<file path="config.mk">
export PLATFORM = sky130hd
export DESIGN_NAME = peripheral_bus_bridge
export DESIGN_NICKNAME = d
export VERILOG_FILES = /design/src/rtl/peripheral_bus_bridge_pkg.sv /design/src/rtl/peripheral_bus_bridge_bus_timeout_counter.sv /design/src/rtl/peripheral_bus_bridge.sv
export SDC_FILE = /design/constraint.sdc
export NUM_CORES = 1
export LEC_CHECK = 0
export CAP_MARGIN = 20
export CELL_PAD_IN_SITES_DETAIL_PLACEMENT = 1
export CELL_PAD_IN_SITES_GLOBAL_PLACEMENT = 1
export CORE_MARGIN = 5
export CORE_UTILIZATION = 33
export CTS_CLUSTER_DIAMETER = 120
export DETAILED_ROUTE_END_ITERATION = 7
export GPL_TIMING_DRIVEN = 1
export PLACE_DENSITY = 0.92
export SLEW_MARGIN = 20
export SYNTH_ARGS = -nofsm -noshare
export SYNTH_HDL_FRONTEND = slang
export SYNTH_SLANG_ARGS = --single-unit
</file>
<file path="constraint.sdc">
create_clock -name clk -period 7.88 [get_ports clk]
set_clock_uncertainty 0.1 [all_clocks]
set_input_delay 1.576 -clock clk [delete_from_list [all_inputs] [get_ports clk]]
set_output_delay 1.576 -clock clk [all_outputs]
set_load 0.01 [all_outputs]
</file>
<file path="src/rtl/peripheral_bus_bridge_pkg.sv">
// Shared definitions for the Wishbone-to-peripheral-bus bridge: FSM state
// encodings and peripheral bus field widths.
package peripheral_bus_bridge_pkg;

    localparam int PERIPHERAL_ADDRESS_WIDTH = 24;
    localparam int PERIPHERAL_ID_WIDTH      = 8;

    typedef enum logic [2:0] {
        ST_IDLE   = 3'd0,
        ST_ACCESS = 3'd1,
        ST_WAIT   = 3'd2,
        ST_ACK    = 3'd3,
        ST_ERROR  = 3'd4
    } bridge_state_t;

endpackage

</file>
<file path="src/rtl/peripheral_bus_bridge_bus_timeout_counter.sv">
// Wait-state counter for the bridge: cleared when an access starts, counts
// busy cycles, and flags when the final permitted busy cycle is reached.
module bus_timeout_counter #(
    parameter int TIMEOUT_CYCLES = 255
) (
    input  logic clk,
    input  logic rst,
    input  logic clear,
    input  logic enable,
    output logic expired
);

    localparam int COUNT_WIDTH = $clog2(TIMEOUT_CYCLES + 1);

    logic [COUNT_WIDTH-1:0] count_reg;

    always_ff @(posedge clk or posedge rst) begin
        if (rst) begin
            count_reg <= '0;
        end else if (clear) begin
            count_reg <= '0;
        end else if (enable && !expired) begin
            count_reg <= count_reg + 1'b1;
        end
    end

    // Count holds the WAIT cycles already completed, so the current one is the last.
    assign expired = (count_reg == COUNT_WIDTH'(TIMEOUT_CYCLES - 1));

endmodule

</file>
<file path="src/rtl/peripheral_bus_bridge.sv">
// Wishbone classic slave to peripheral-bus master bridge. Optional busy
// timeout is enabled by defining PERIPHERAL_BUS_BRIDGE_TIMEOUT_EN.
module peripheral_bus_bridge
    import peripheral_bus_bridge_pkg::*;
#(
    parameter logic [PERIPHERAL_ID_WIDTH-1:0] BASE_ADDR      = 8'h13,
    parameter int                             TIMEOUT_CYCLES = 255
) (
    input  logic                                clk,
    input  logic                                rst,
    input  logic                                wb_cyc_i,
    input  logic                                wb_stb_i,
    input  logic                                wb_we_i,
    input  logic [3:0]                          wb_sel_i,
    input  logic [31:0]                         wb_adr_i,
    input  logic [31:0]                         wb_data_i,
    output logic                                wb_ack_o,
    output logic                                wb_error_o,
    output logic [31:0]                         wb_data_o,
    output logic                                peripheralBus_we,
    output logic                                peripheralBus_oe,
    input  logic                                peripheralBus_busy,
    output logic [PERIPHERAL_ADDRESS_WIDTH-1:0] peripheralBus_address,
    output logic [3:0]                          peripheralBus_byteSelect,
    output logic [31:0]                         peripheralBus_dataWrite,
    input  logic [31:0]                         peripheralBus_dataRead,
    input  logic                                requestOutput
);

    bridge_state_t state_reg, state_next;

    logic                                accept;
    logic                                capture;
    logic                                strobe_active;
    logic                                we_reg;
    logic [PERIPHERAL_ADDRESS_WIDTH-1:0] address_reg;
    logic [3:0]                          sel_reg;
    logic [31:0]                         data_write_reg;
    logic [31:0]                         data_read_reg;

`ifdef PERIPHERAL_BUS_BRIDGE_TIMEOUT_EN
    logic timeout_expired;

    bus_timeout_counter #(
        .TIMEOUT_CYCLES(TIMEOUT_CYCLES)
    ) u_timeout (
        .clk    (clk),
        .rst    (rst),
        .clear  (accept),
        .enable (state_reg == ST_WAIT),
        .expired(timeout_expired)
    );
`endif

    always_ff @(posedge clk or posedge rst) begin
        if (rst) begin
            state_reg <= ST_IDLE;
        end else begin
            state_reg <= state_next;
        end
    end

    always_comb begin
        state_next = state_reg;
        accept     = 1'b0;
        capture    = 1'b0;
        case (state_reg)
            ST_IDLE: begin
                if (wb_cyc_i && wb_stb_i &&
                    wb_adr_i[31:PERIPHERAL_ADDRESS_WIDTH] == BASE_ADDR) begin
                    accept     = 1'b1;
                    state_next = ST_ACCESS;
                end
            end
            ST_ACCESS, ST_WAIT: begin
                // A dropped cycle abandons the access; busy is irrelevant then.
                if (!wb_cyc_i) begin
                    state_next = ST_IDLE;
                end else if (!peripheralBus_busy) begin
                    capture    = !we_reg;
                    state_next = ST_ACK;
`ifdef PERIPHERAL_BUS_BRIDGE_TIMEOUT_EN
                end else if (state_reg == ST_WAIT && timeout_expired) begin
                    state_next = ST_ERROR;
`endif
                end else begin
                    state_next = ST_WAIT;
                end
            end
            ST_ACK: begin
                state_next = ST_IDLE;
            end
`ifdef PERIPHERAL_BUS_BRIDGE_TIMEOUT_EN
            ST_ERROR: begin
                state_next = ST_IDLE;
            end
`endif
            default: begin
                state_next = ST_IDLE;
            end
        endcase
    end

    always_ff @(posedge clk or posedge rst) begin
        if (rst) begin
            we_reg         <= 1'b0;
            address_reg    <= '0;
            sel_reg        <= '0;
            data_write_reg <= '0;
        end else if (accept) begin
            we_reg         <= wb_we_i;
            address_reg    <= wb_adr_i[PERIPHERAL_ADDRESS_WIDTH-1:0];
            sel_reg        <= wb_sel_i;
            data_write_reg <= wb_data_i;
        end
    end

    always_ff @(posedge clk or posedge rst) begin
        if (rst) begin
            data_read_reg <= '0;
        end else if (capture) begin
            data_read_reg <= requestOutput ? peripheralBus_dataRead : 32'h0;
        end
    end

    // Strobes decode straight from state so an asynchronous reset drops them at once.
    assign strobe_active            = (state_reg == ST_ACCESS) || (state_reg == ST_WAIT);
    assign peripheralBus_we         = strobe_active && we_reg;
    assign peripheralBus_oe         = strobe_active && !we_reg;
    assign peripheralBus_address    = address_reg;
    assign peripheralBus_byteSelect = sel_reg;
    assign peripheralBus_dataWrite  = data_write_reg;
    assign wb_ack_o                 = (state_reg == ST_ACK);
    assign wb_data_o                = data_read_reg;

`ifdef PERIPHERAL_BUS_BRIDGE_TIMEOUT_EN
    assign wb_error_o = (state_reg == ST_ERROR);
`else
    assign wb_error_o = 1'b0;
`endif

endmodule

</file>
==> results of run 1 <==
-- cell usage after synthesis (all sizes together) --
cell type / number
a31oi: 1
a41oi: 1
and2: 1
and4: 1
buf: 7
clkbuf: 10
conb: 1
dfrtp: 95
ha: 3
inv: 4
mux2: 61
mux2i: 1
nand2: 65
nand4: 1
nand4bb: 1
nor2: 1
nor2b: 1
nor4b: 1
nor4bb: 1
o21ai: 32
o2bb2ai: 1
-- report_power, final --
part	switching, mW	internal [mW]
Clock	0.177	0.255
Sequential	0.0498	0.576
Combinational	0.175	0.242
Total	0.401	1.07
-- worst paths after layout --
check,from,end,slack [ns],cells after the start
min reg2reg,wb_data_o[25],wb_data_o[25],0.38,2
max reg2reg,state_reg[0],peripheralBus_address[22],5.42,5
min,wb_data_o[25],wb_data_o[25],0.38,2
max in group asynchronous,rst,peripheralBus_dataWrite[21],4.96,3
max,wb_adr_i[29],peripheralBus_address[3],4.15,5
min in group asynchronous,rst,wb_data_o[31],1.58,2
-- cell type report --
type / count / area (um^2) / area share, %
Sequential cell: 95 / 2380 / 37.2
Timing Repair Buffer: 204 / 2030 / 31.8
Multi-Input combinational cell: 174 / 1490 / 23.3
Clock buffer: 13 / 250 / 3.92
Tap cell: 147 / 184 / 2.88
Clock inverter: 3 / 42.5 / 0.666
Inverter: 4 / 16.3 / 0.255
-- cells in the final DEF, fill, tap and decap left out, drive strengths merged --
cell type,Yosys,routed
ha,3,3
a31oi,1,1
conb,1,1
o21ai,32,32
clkdlybuf4s50,0,200
clkinv,0,2
mux2i,1,1
nand4,1,1
clkbuf,10,13
inv,4,3
dfrtp,95,95
a41oi,1,1
mux2,61,61
and4,1,1
clkinvlp,0,1
nor2b,1,1
o2bb2ai,1,1
nor2,1,1
nor4b,1,1
nor4bb,1,1
nand4bb,1,1
and2,1,1
nand2,65,65
buf,7,4
bufinv,0,1
-- routing by layer --
metal  track usage (%)  vias up
met5                 0        -
met4              6.59        0
met3              6.17       17
met2              29.2      127
met1              18.6     1494
li1                  -     1368
-- metrics by stage --
stage	instances	util, %	hold slack, ns	cell area (um^2)
3_3_place_gp	624	51.2	0.361	6100
3_5_place_dp	624	51.2	0.372	6100
4_1_cts	640	53.7	0.387	6390
2_1_floorplan	290	-	0.410	3990
5_1_grt	640	53.6	0.417	6390
6_report	640	53.6	0.381	6390
-- critical path, delay by kind of cell --
kind                   cells  cell delay (ns)
AND/OR/NAND/NOR            2             0.85
multiplexers               1             0.40
buffers and inverters      2             0.98
-- kinds of logic after synthesis --
group	after synthesis	share of synthesized area, %
AO/OA/AOI/OAI	35	4.61
adder cells (fa/ha/maj)	3	0.941
buffers and inverters	21	3.20
flip-flops	95	59.6
multiplexers	62	23.1
other	1	0.0940
AND/OR/NAND/NOR	73	8.41
==> reports/metrics.cfg, run 1 <==
[sta]
finalHoldViolCount=0
slew_headroom_pct=45.6
setup_slack_ns=4.15
finalCriticalPeriod_ns=3.73
setup_viol=0
fin_setup_tns_ns=0
rsz0062_at_grt=false
slew_violations=0
fmaxAchievable_mhz=268
worstMarginPinSlew_ns=0.815
finalCritPeriodShare_pct=47.4

[clock_network]
cts_buffers=9
path_clk_slew_ns=0.06
cts.sinks=95
post_cts_resized=0
cts_setup_buffers=0
clk_latency_ns=0.33
cts.path.max_buffers=2
tritoncts=yes
hold_buffers=0
cts_root_buf=clkbuf_16
h-tree-depth=3

[grt]
grt_pass1_wl_um=18800
grt_antenna_before_repair=0
grt_max_degree=65
grt_pass1_vias=3388
grtUsageTotal_pct=16.8
grt.overflow.total=0

[setup_path]
cp.required_ns=8.00
endpoint_kind=flop
arrival_ns=3.85
cpPeakStageDelay_ns=0.54
crit_fanout=44
path_cells=clkdlybuf4s50_1, nor4b_4, nand4_4, buf_4, mux2_4
critPathLaunchType=input pin
slowest_stage=buf_4
crit_type=in2reg

[floorplanning]
fp.dieW_um=120
start_util_pct=33.5
core-area_mm2=0.0119
pin_count=203
die-height_um=120
dieArea_mm2=0.0144
rows=40

[final_layout]
diodes=0
layout.nets=598
fillers=1222
area.growth.synth_to_final_pct=60.2
drive_gt1_share_pct=16.6

[drt]
wl_um=12000
route.met2.wl_um=6210
vias=3006
routedWlPerCell_um=18.8
dr.pass1.iters=4
route.detailed.drc=0
drt_iter0_drc=169
dr_wl_met3_um=951
highest_layer=met4
m1WireLength_um=4620
via_per_inst=4.70
ant_nets=0

[synthesis]
synth_cell_type_count=23
synth_seq_cells=95
yosysWarnings=0
netlist_instances=290
synth.area.top_cells=dfrtp_1 (60%), mux2_4 (23%), nand2_1 (6.1%)
yosysTopAreaCell=dfrtp_1
ys_seq_area_share_pct=59.6
syn-cell-area_mm2=0.00399
avgSynthCellArea_um2=13.8
yosys.area.top_type_share_pct=59.6
synth_fp_nets=400

[pwr]
ir_worst_vdd_mv=0.131
powerDensity_mw_per_mm2=231
p_leak_nw=3.04
total_power_mw=1.47

[worst_hold_path]
hold_class=reg2reg

[placed_design]
place_congestion=0.743
io_buffers=201
pre_cts_ws_ns=3.77
place_hpwl_um=9230

[run_status]
status=completed

[run]
maxCapViolations=0

(Power assumes the default switching activity.)
==> run 2, diff against run 1 <==
- CORE_UTILIZATION: 33 -> 30
- PLACE_DENSITY: 0.92 -> 0.85
- clock period: 7.88 -> 3.54 ns (I/O delays scaled with it)
==> run 2 against run 1 <==
  * Count of clock-buffer cells in the layout decreased by 2
  * Via count decreased by 0.40%
  * Core utilization shrank 4.5 points
  * Sequential share of layout area shrank 0.38 points
  * Die area rose by 9.1%
  * Register-to-register slack worse by 4.0 ns
  * Combinational power rose by 120%
  * Largest cell class unchanged
  * Power is 120% higher
  * Non-clock buffer count rose by 2
  * Sequential cell count is the same
  * Worst hold slack improved by 0.0041 ns
  * Worst setup slack worse by 3.3 ns
==> reports/metrics.cfg, run 2 (same netlist as run 1, synthesis figures left out) <==
[final_layout]
area.growth.synth_to_final_pct=61.8  ; was 60.2%
drive_gt1_share_pct=17.0  ; was 16.6%
diodes=0  ; unchanged
fillers=1378  ; was 1222
final_common_cell=clkdlybuf4s50_1  ; unchanged
most-common-layout-cells=clkdlybuf4s50_1 (201), dfrtp_1 (95), nand2_1 (65)  ; was clkdlybuf4s50_1 (200), dfrtp_1 (95), nand2_1 (65)
stdcell_count=671  ; was 640
layout.nets=600  ; was 598

[setup_path]
endpoint_kind=output port  ; was flop
cp_num_buf_inv=2  ; unchanged
crit_type=reg2out  ; was in2reg
rr_startpoint=state_reg[0]  ; unchanged
path_delay_family=buffers and inverters  ; unchanged
cp.required_ns=2.73  ; was 8.00 ns
reg2regPathDepth=6  ; was 5
arrival_ns=1.88  ; was 3.85 ns
cpPeakStageDelay_ns=0.57  ; was 0.54 ns
critPathLaunchType=flop  ; was input pin
reg2reg_slack_ns=1.41  ; was 5.42 ns
path_cells=inv_1, ha_1, nor2b_1, clkdlybuf4s50_1  ; was clkdlybuf4s50_1, nor4b_4, nand4_4, buf_4, mux2_4
crit_fanout=5  ; was 44
slowest_stage=clkdlybuf4s50_1  ; was buf_4
reg2reg_to=peripheralBus_address[22]  ; unchanged

[pwr]
power_frac_seq_pct=43.5  ; was 42.5%
ir_worst_vdd_mv=0.318  ; was 0.131 mV
p_leak_nw=3.05  ; was 3.04 nW
combPwrFrac_pct=28.5  ; was 28.3%
swShare_pct=28.5  ; was 27.2%
p_clk_share_pct=27.9  ; was 29.3%
internal_power_mw=2.30  ; was 1.07 mW
p_switching_mw=0.915  ; was 0.401 mW
powerDensity_mw_per_mm2=498  ; was 231 mW/mm^2

[clock_network]
cts_setup_buffers=0  ; unchanged
cts.path.max_buffers=2  ; unchanged
cts_buffers=9  ; unchanged
cts.sinks=95  ; unchanged
h-tree-depth=3  ; unchanged
cts_root_buf=clkbuf_16  ; unchanged
post_cts_resized=0  ; unchanged
path_clk_slew_ns=0.07  ; was 0.06 ns
clk_latency_ns=0.34  ; was 0.33 ns
tritoncts=yes  ; unchanged
hold_buffers=0  ; unchanged

[floorplanning]
dieArea_mm2=0.0157  ; was 0.0144 mm^2
core-area_mm2=0.0131  ; was 0.0119 mm^2
die-height_um=125  ; was 120 um
rows=42  ; was 40
start_util_pct=30.4  ; was 33.5%
fp.dieW_um=125  ; was 120 um
pin_count=203  ; unchanged

[grt]
grt_pass1_wl_um=19100  ; was 18800 um
grt_antenna_before_repair=0  ; unchanged
grt.overflow.total=0  ; unchanged
grt_pass1_vias=3370  ; was 3388
grtUsageTotal_pct=15.4  ; was 16.8%
grt_max_degree=65  ; unchanged

[worst_hold_path]
holdPathStages=2  ; unchanged
hold_class=reg2reg  ; unchanged
hold_path_end=wb_data_o[24]  ; was wb_data_o[25]
hold_path.startpoint=wb_data_o[24]  ; was wb_data_o[25]

[placed_design]
place_inst=654  ; was 624
io_buffers=201  ; unchanged
place_congestion=0.773  ; was 0.743
place_hpwl_um=9320  ; was 9230 um

[sta]
finalCriticalPeriod_ns=2.68
fin_setup_tns_ns=0  ; unchanged
rsz0062_at_grt=false  ; unchanged
finalHoldViolCount=0  ; unchanged
setup_viol=0  ; unchanged
worstMarginPinSlew_ns=0.732  ; was 0.815 ns
slew_violations=0  ; unchanged
fmaxAchievable_mhz=372
finalCritPeriodShare_pct=75.8
slew_headroom_pct=51.1  ; was 45.6%

[drt]
route.detailed.drc=0  ; unchanged
via_per_inst=4.46  ; was 4.70
dr.pass1.iters=4  ; unchanged
wl_um=12000  ; about the same
vias=2994  ; was 3006
drt_iter0_drc=228  ; was 169
routedWlPerCell_um=17.9  ; was 18.8 um
ant_nets=0  ; unchanged

[run_status]
status=completed  ; unchanged

[run]
maxCapViolations=0  ; unchanged

run 2: changes by cell type in the layout (fill, tap and decap cells not counted):
cell	change
inv_4	+1
clkdlybuf4s50_1	+1
bufinv_16	-1
clkbuf_8	-1
clkinv_4	+2
buf_16	+1
buf_12	+1
buf_2	-1
clkbuf_1	-1
run 2: layout make-up:
class                      count  area [um^2]  share of cell area (%)
tap                          176          220                    3.41
multi-input combinational    174         1490                    23.1
clock inverter                 5         35.0                   0.543
sequential                    95         2380                    36.8
clock buffer                  11          233                    3.61
inverter                       4         17.5                   0.271
timing repair buffer         206         2080                    32.3
run 2: per-layer routing:
layer | global-route usage [%] | share of wire [%] | vias up
li1 | - | - | 1375
met1 | 18.2 | 41 | 1463
met2 | 26.1 | 50 | 136
met3 | 4.82 | 6.8 | 20
met4 | 6.57 | 2.2 | 0
met5 | 0 | 0 | -
run 2: worst reg2reg max path, cell delays in order, from the launching register on:
cell,delay (ns)
dfrtp_1,0.40
inv_1,0.06
ha_1,0.26
nand4_4,0.09
buf_4,0.36
buf_16,0.34
mux2_2,0.40
run 2: worst max-delay path by stage:
stage,startpoint,to,cells past startpoint
final,state_reg[0],peripheralBus_oe,4
after global routing,state_reg[0],peripheralBus_oe,4
after CTS,state_reg[0],peripheralBus_oe,4
after detailed placement,wb_cyc_i,peripheralBus_address[22],5
after global placement,wb_cyc_i,peripheralBus_address[22],5
after floorplan,rst,peripheralBus_address[0],1
run 2: power groups by stage:
stage	clock [mW]	sequential, mW	combinational [mW]
after floorplan	0	1.49	0.228
after detailed placement	0	1.42	0.933
after CTS	0.925	1.40	0.937
after global placement	0	1.41	0.895
final	0.899	1.40	0.918
after global routing	0.983	1.43	0.995
run 2: per-stage QoR:
stage / total power, mW / hold slack (ns) / cell area, um^2 / setup WS [ns] / util, %
after CTS: 3.27 / 0.392 / 6420 / 0.830 / 48.9
final: 3.22 / 0.385 / 6450 / 0.855 / 49.1
after floorplan: 1.72 / 0.410 / 3990 / 0.255 / -
after global placement: 2.30 / 0.361 / 6160 / 0.552 / 46.9
after global routing: 3.41 / 0.415 / 6450 / 0.781 / 49.1
after detailed placement: 2.35 / 0.374 / 6160 / 0.479 / 46.9
==> run 3, diff against run 2 <==
- CORE_UTILIZATION: 30 -> 27
- PLACE_DENSITY: 0.85 -> 0.81
- clock period: 3.54 -> 2.2 ns (I/O delays scaled with it)
==> run 3 against run 2 <==
  * Core utilization fell by 4.0 points
  * Worst hold slack got worse by 0.0063 ns
  * Global-route usage fell by 2.3 points
  * Critical path type unchanged
  * Sequential share of layout area fell by 0.55 points
  * Largest power group unchanged
  * Critical path depth did not move
  * Sequential cell count did not move
  * Count of clock-buffer cells in the layout fell by 1
  * Combinational power rose by 62%
  * Register-to-register slack got worse by 0.97 ns
==> reports/metrics.cfg, run 3 (same netlist as run 1, synthesis figures left out) <==
[run_status]
status=completed  ; unchanged

[final_layout]
most-common-layout-cells=clkdlybuf4s50_1 (199), dfrtp_1 (95), nand2_1 (65)  ; was clkdlybuf4s50_1 (201), dfrtp_1 (95), nand2_1 (65)
final_common_cell=clkdlybuf4s50_1  ; unchanged
drive_gt1_share_pct=18.0  ; was 17.0%
area.growth.synth_to_final_pct=64.3  ; was 61.8%
stdcell_count=683  ; was 671
diodes=0  ; unchanged
layout.nets=604  ; was 600
final_area_mm2=0.00655  ; was 0.00645 mm^2

[pwr]
internal_power_mw=3.84  ; was 2.30 mW
ir_worst_vdd_mv=0.389  ; was 0.318 mV
p_switching_mw=1.46  ; was 0.915 mW
powerDensity_mw_per_mm2=809  ; was 498 mW/mm^2
combPwrFrac_pct=28.1  ; was 28.5%
p_clk_share_pct=29.4  ; was 27.9%
swShare_pct=27.6  ; was 28.5%
p_leak_nw=3.09  ; was 3.05 nW
power_frac_seq_pct=42.6  ; was 43.5%

[placed_design]
place_congestion=0.765  ; was 0.773
pre_cts_ws_ns=-0.0786  ; was 0.479 ns
place_area_mm2=0.00624  ; was 0.00616 mm^2
place_hpwl_um=9130  ; was 9320 um
place_inst=667  ; was 654
io_buffers=201  ; unchanged

[sta]
fmaxAchievable_mhz=478
fin_setup_tns_ns=0  ; unchanged
worstMarginPinSlew_ns=0.537  ; was 0.732 ns
setup_slack_ns=0.109  ; was 0.855 ns
rsz0062_at_grt=false  ; unchanged
slew_headroom_pct=64.2  ; was 51.1%
whs_ns=0.378  ; was 0.385 ns
finalHoldViolCount=0  ; unchanged
slew_violations=0  ; unchanged
finalCritPeriodShare_pct=95.0
finalCriticalPeriod_ns=2.09
setup_viol=0  ; unchanged

[clock_network]
hold_buffers=0  ; unchanged
cts.sinks=95  ; unchanged
cts.path.max_buffers=2  ; unchanged
cts_root_buf=clkbuf_16  ; unchanged
clk_latency_ns=0.33  ; was 0.34 ns
cts_setup_buffers=0  ; unchanged
h-tree-depth=3  ; unchanged
cts_buffers=9  ; unchanged
path_clk_slew_ns=0.07  ; about the same
tritoncts=yes  ; unchanged

[grt]
grt_pass1_vias=3330  ; was 3370
gr-max-usage-layer=met2  ; unchanged
grt_util_met3_pct=3.86  ; was 4.82%
grtUsageTotal_pct=13.2  ; was 15.4%
grt_pass1_wl_um=18400  ; was 19100 um
grt_antenna_before_repair=0  ; unchanged
grt.overflow.total=0  ; unchanged
grt_max_degree=65  ; unchanged
grt.met2_usage_pct=21.6  ; was 26.1%
use_met1_pct=16.3  ; was 18.2%

[drt]
wl_um=11700  ; was 12000 um
route.detailed.drc=0  ; unchanged
dr.pass1.iters=3  ; was 4
vias=3014  ; was 2994
via_per_inst=4.41  ; was 4.46
ant_nets=0  ; unchanged
routedWlPerCell_um=17.1  ; was 17.9 um
drt_iter0_drc=89  ; was 228

[floorplanning]
pin_count=203  ; unchanged
core-area_mm2=0.0145  ; was 0.0131 mm^2
dieArea_mm2=0.0173  ; was 0.0157 mm^2
rows=44  ; was 42
start_util_pct=27.4  ; was 30.4%
fp.dieW_um=132  ; was 125 um
die-height_um=132  ; was 125 um

[setup_path]
rr_startpoint=state_reg[1]  ; was state_reg[0]
path_cells=inv_1, ha_4, nor2b_1, dlygate4sd2_1  ; was inv_1, ha_1, nor2b_1, clkdlybuf4s50_1
slowest_stage=dfrtp_1  ; was clkdlybuf4s50_1
reg2reg_to=wb_data_o[25]  ; was peripheralBus_address[22]
endpoint_kind=output port  ; unchanged
reg2regPathDepth=5  ; was 6
crit_fanout=5  ; unchanged
critPathLaunchType=flop  ; unchanged
cp.required_ns=1.66  ; was 2.73 ns
crit_type=reg2out  ; unchanged
arrival_ns=1.55  ; was 1.88 ns
cpPeakStageDelay_ns=0.40  ; was 0.57 ns
reg2reg_slack_ns=0.44  ; was 1.41 ns

[worst_hold_path]
hold_class=reg2reg  ; unchanged
hold_path_end=wb_data_o[20]  ; was wb_data_o[24]
holdPathStages=2  ; unchanged
hold_path.startpoint=wb_data_o[20]  ; was wb_data_o[24]

[run]
maxCapViolations=0  ; unchanged

[run 3: cell count changes in the layout (fill, tap and decap cells not counted), moves of 2 or more]
cell,before,now
buf_12,1,4
buf_4,3,5
clkdlybuf4s50_1,201,199
clkinv_4,2,0
clkinvlp_4,1,3
dlygate4sd2_1,0,2
inv_6,0,2
[run 3: worst max path at each step]
| stage | startpoint | endpoint | slack [ns] | cells past startpoint |
|---|---|---|---|---|
| 6_report | state_reg[0] | peripheralBus_oe | 0.11 | 4 |
| 5_1_grt | state_reg[1] | peripheralBus_oe | 0.03 | 4 |
| 4_1_cts | state_reg[0] | peripheralBus_oe | 0.02 | 4 |
| 3_5_place_dp | wb_cyc_i | peripheralBus_dataWrite[0] | -0.08 | 5 |
| 3_3_place_gp | wb_cyc_i | peripheralBus_address[12] | -0.04 | 5 |
| 2_1_floorplan | wb_adr_i[29] | peripheralBus_address[0] | 0.50 | 4 |
[run 3: layer usage]
layer  up-vias  share of wire (%)
met3        18                6.7
met1      1481                 43
li1       1383                  -
met2       132                 48
met4         0                2.3
met5         -                  0
[run 3: final cells by class]
cell class	instances	area, um^2
fill	1537	7980
tap	184	230
sequential	95	2380
multi-input combinational	174	1500
clock inverter	6	67.6
inverter	4	18.8
clock buffer	10	229
timing repair buffer	210	2130
[run 3: power by group through the flow]
stage / clock (mW) / sequential, mW / combinational (mW)
after floorplan: 0 / 2.40 / 0.367
final: 1.56 / 2.26 / 1.49
after global routing: 1.68 / 2.30 / 1.61
after CTS: 1.63 / 2.26 / 1.50
after global placement: 0 / 2.28 / 1.44
after detailed placement: 0 / 2.28 / 1.50
[run 3: timing repair]
item | in CTS | in global routing
gates cloned | 0 | 0
setup endpoints to repair | 2 | 2
resized for setup | 2 | 1
[run 3: per-stage QoR]
stage	utilization (%)	power, mW
6_report	45.1	5.30
5_1_grt	45.1	5.59
4_1_cts	45.0	5.39
3_5_place_dp	43.0	3.78
3_3_place_gp	43.0	3.72
2_1_floorplan	-	2.77
[run 3: critical path, delay by kind of cell, from the launching register on]
| family | cells | cell delay [ns] |
|---|---|---|
| adder cells (fa/ha/maj) | 1 | 0.29 |
| buffers and inverters | 2 | 0.40 |
| flip-flops | 1 | 0.40 |
| AND/OR/NAND/NOR | 1 | 0.13 |
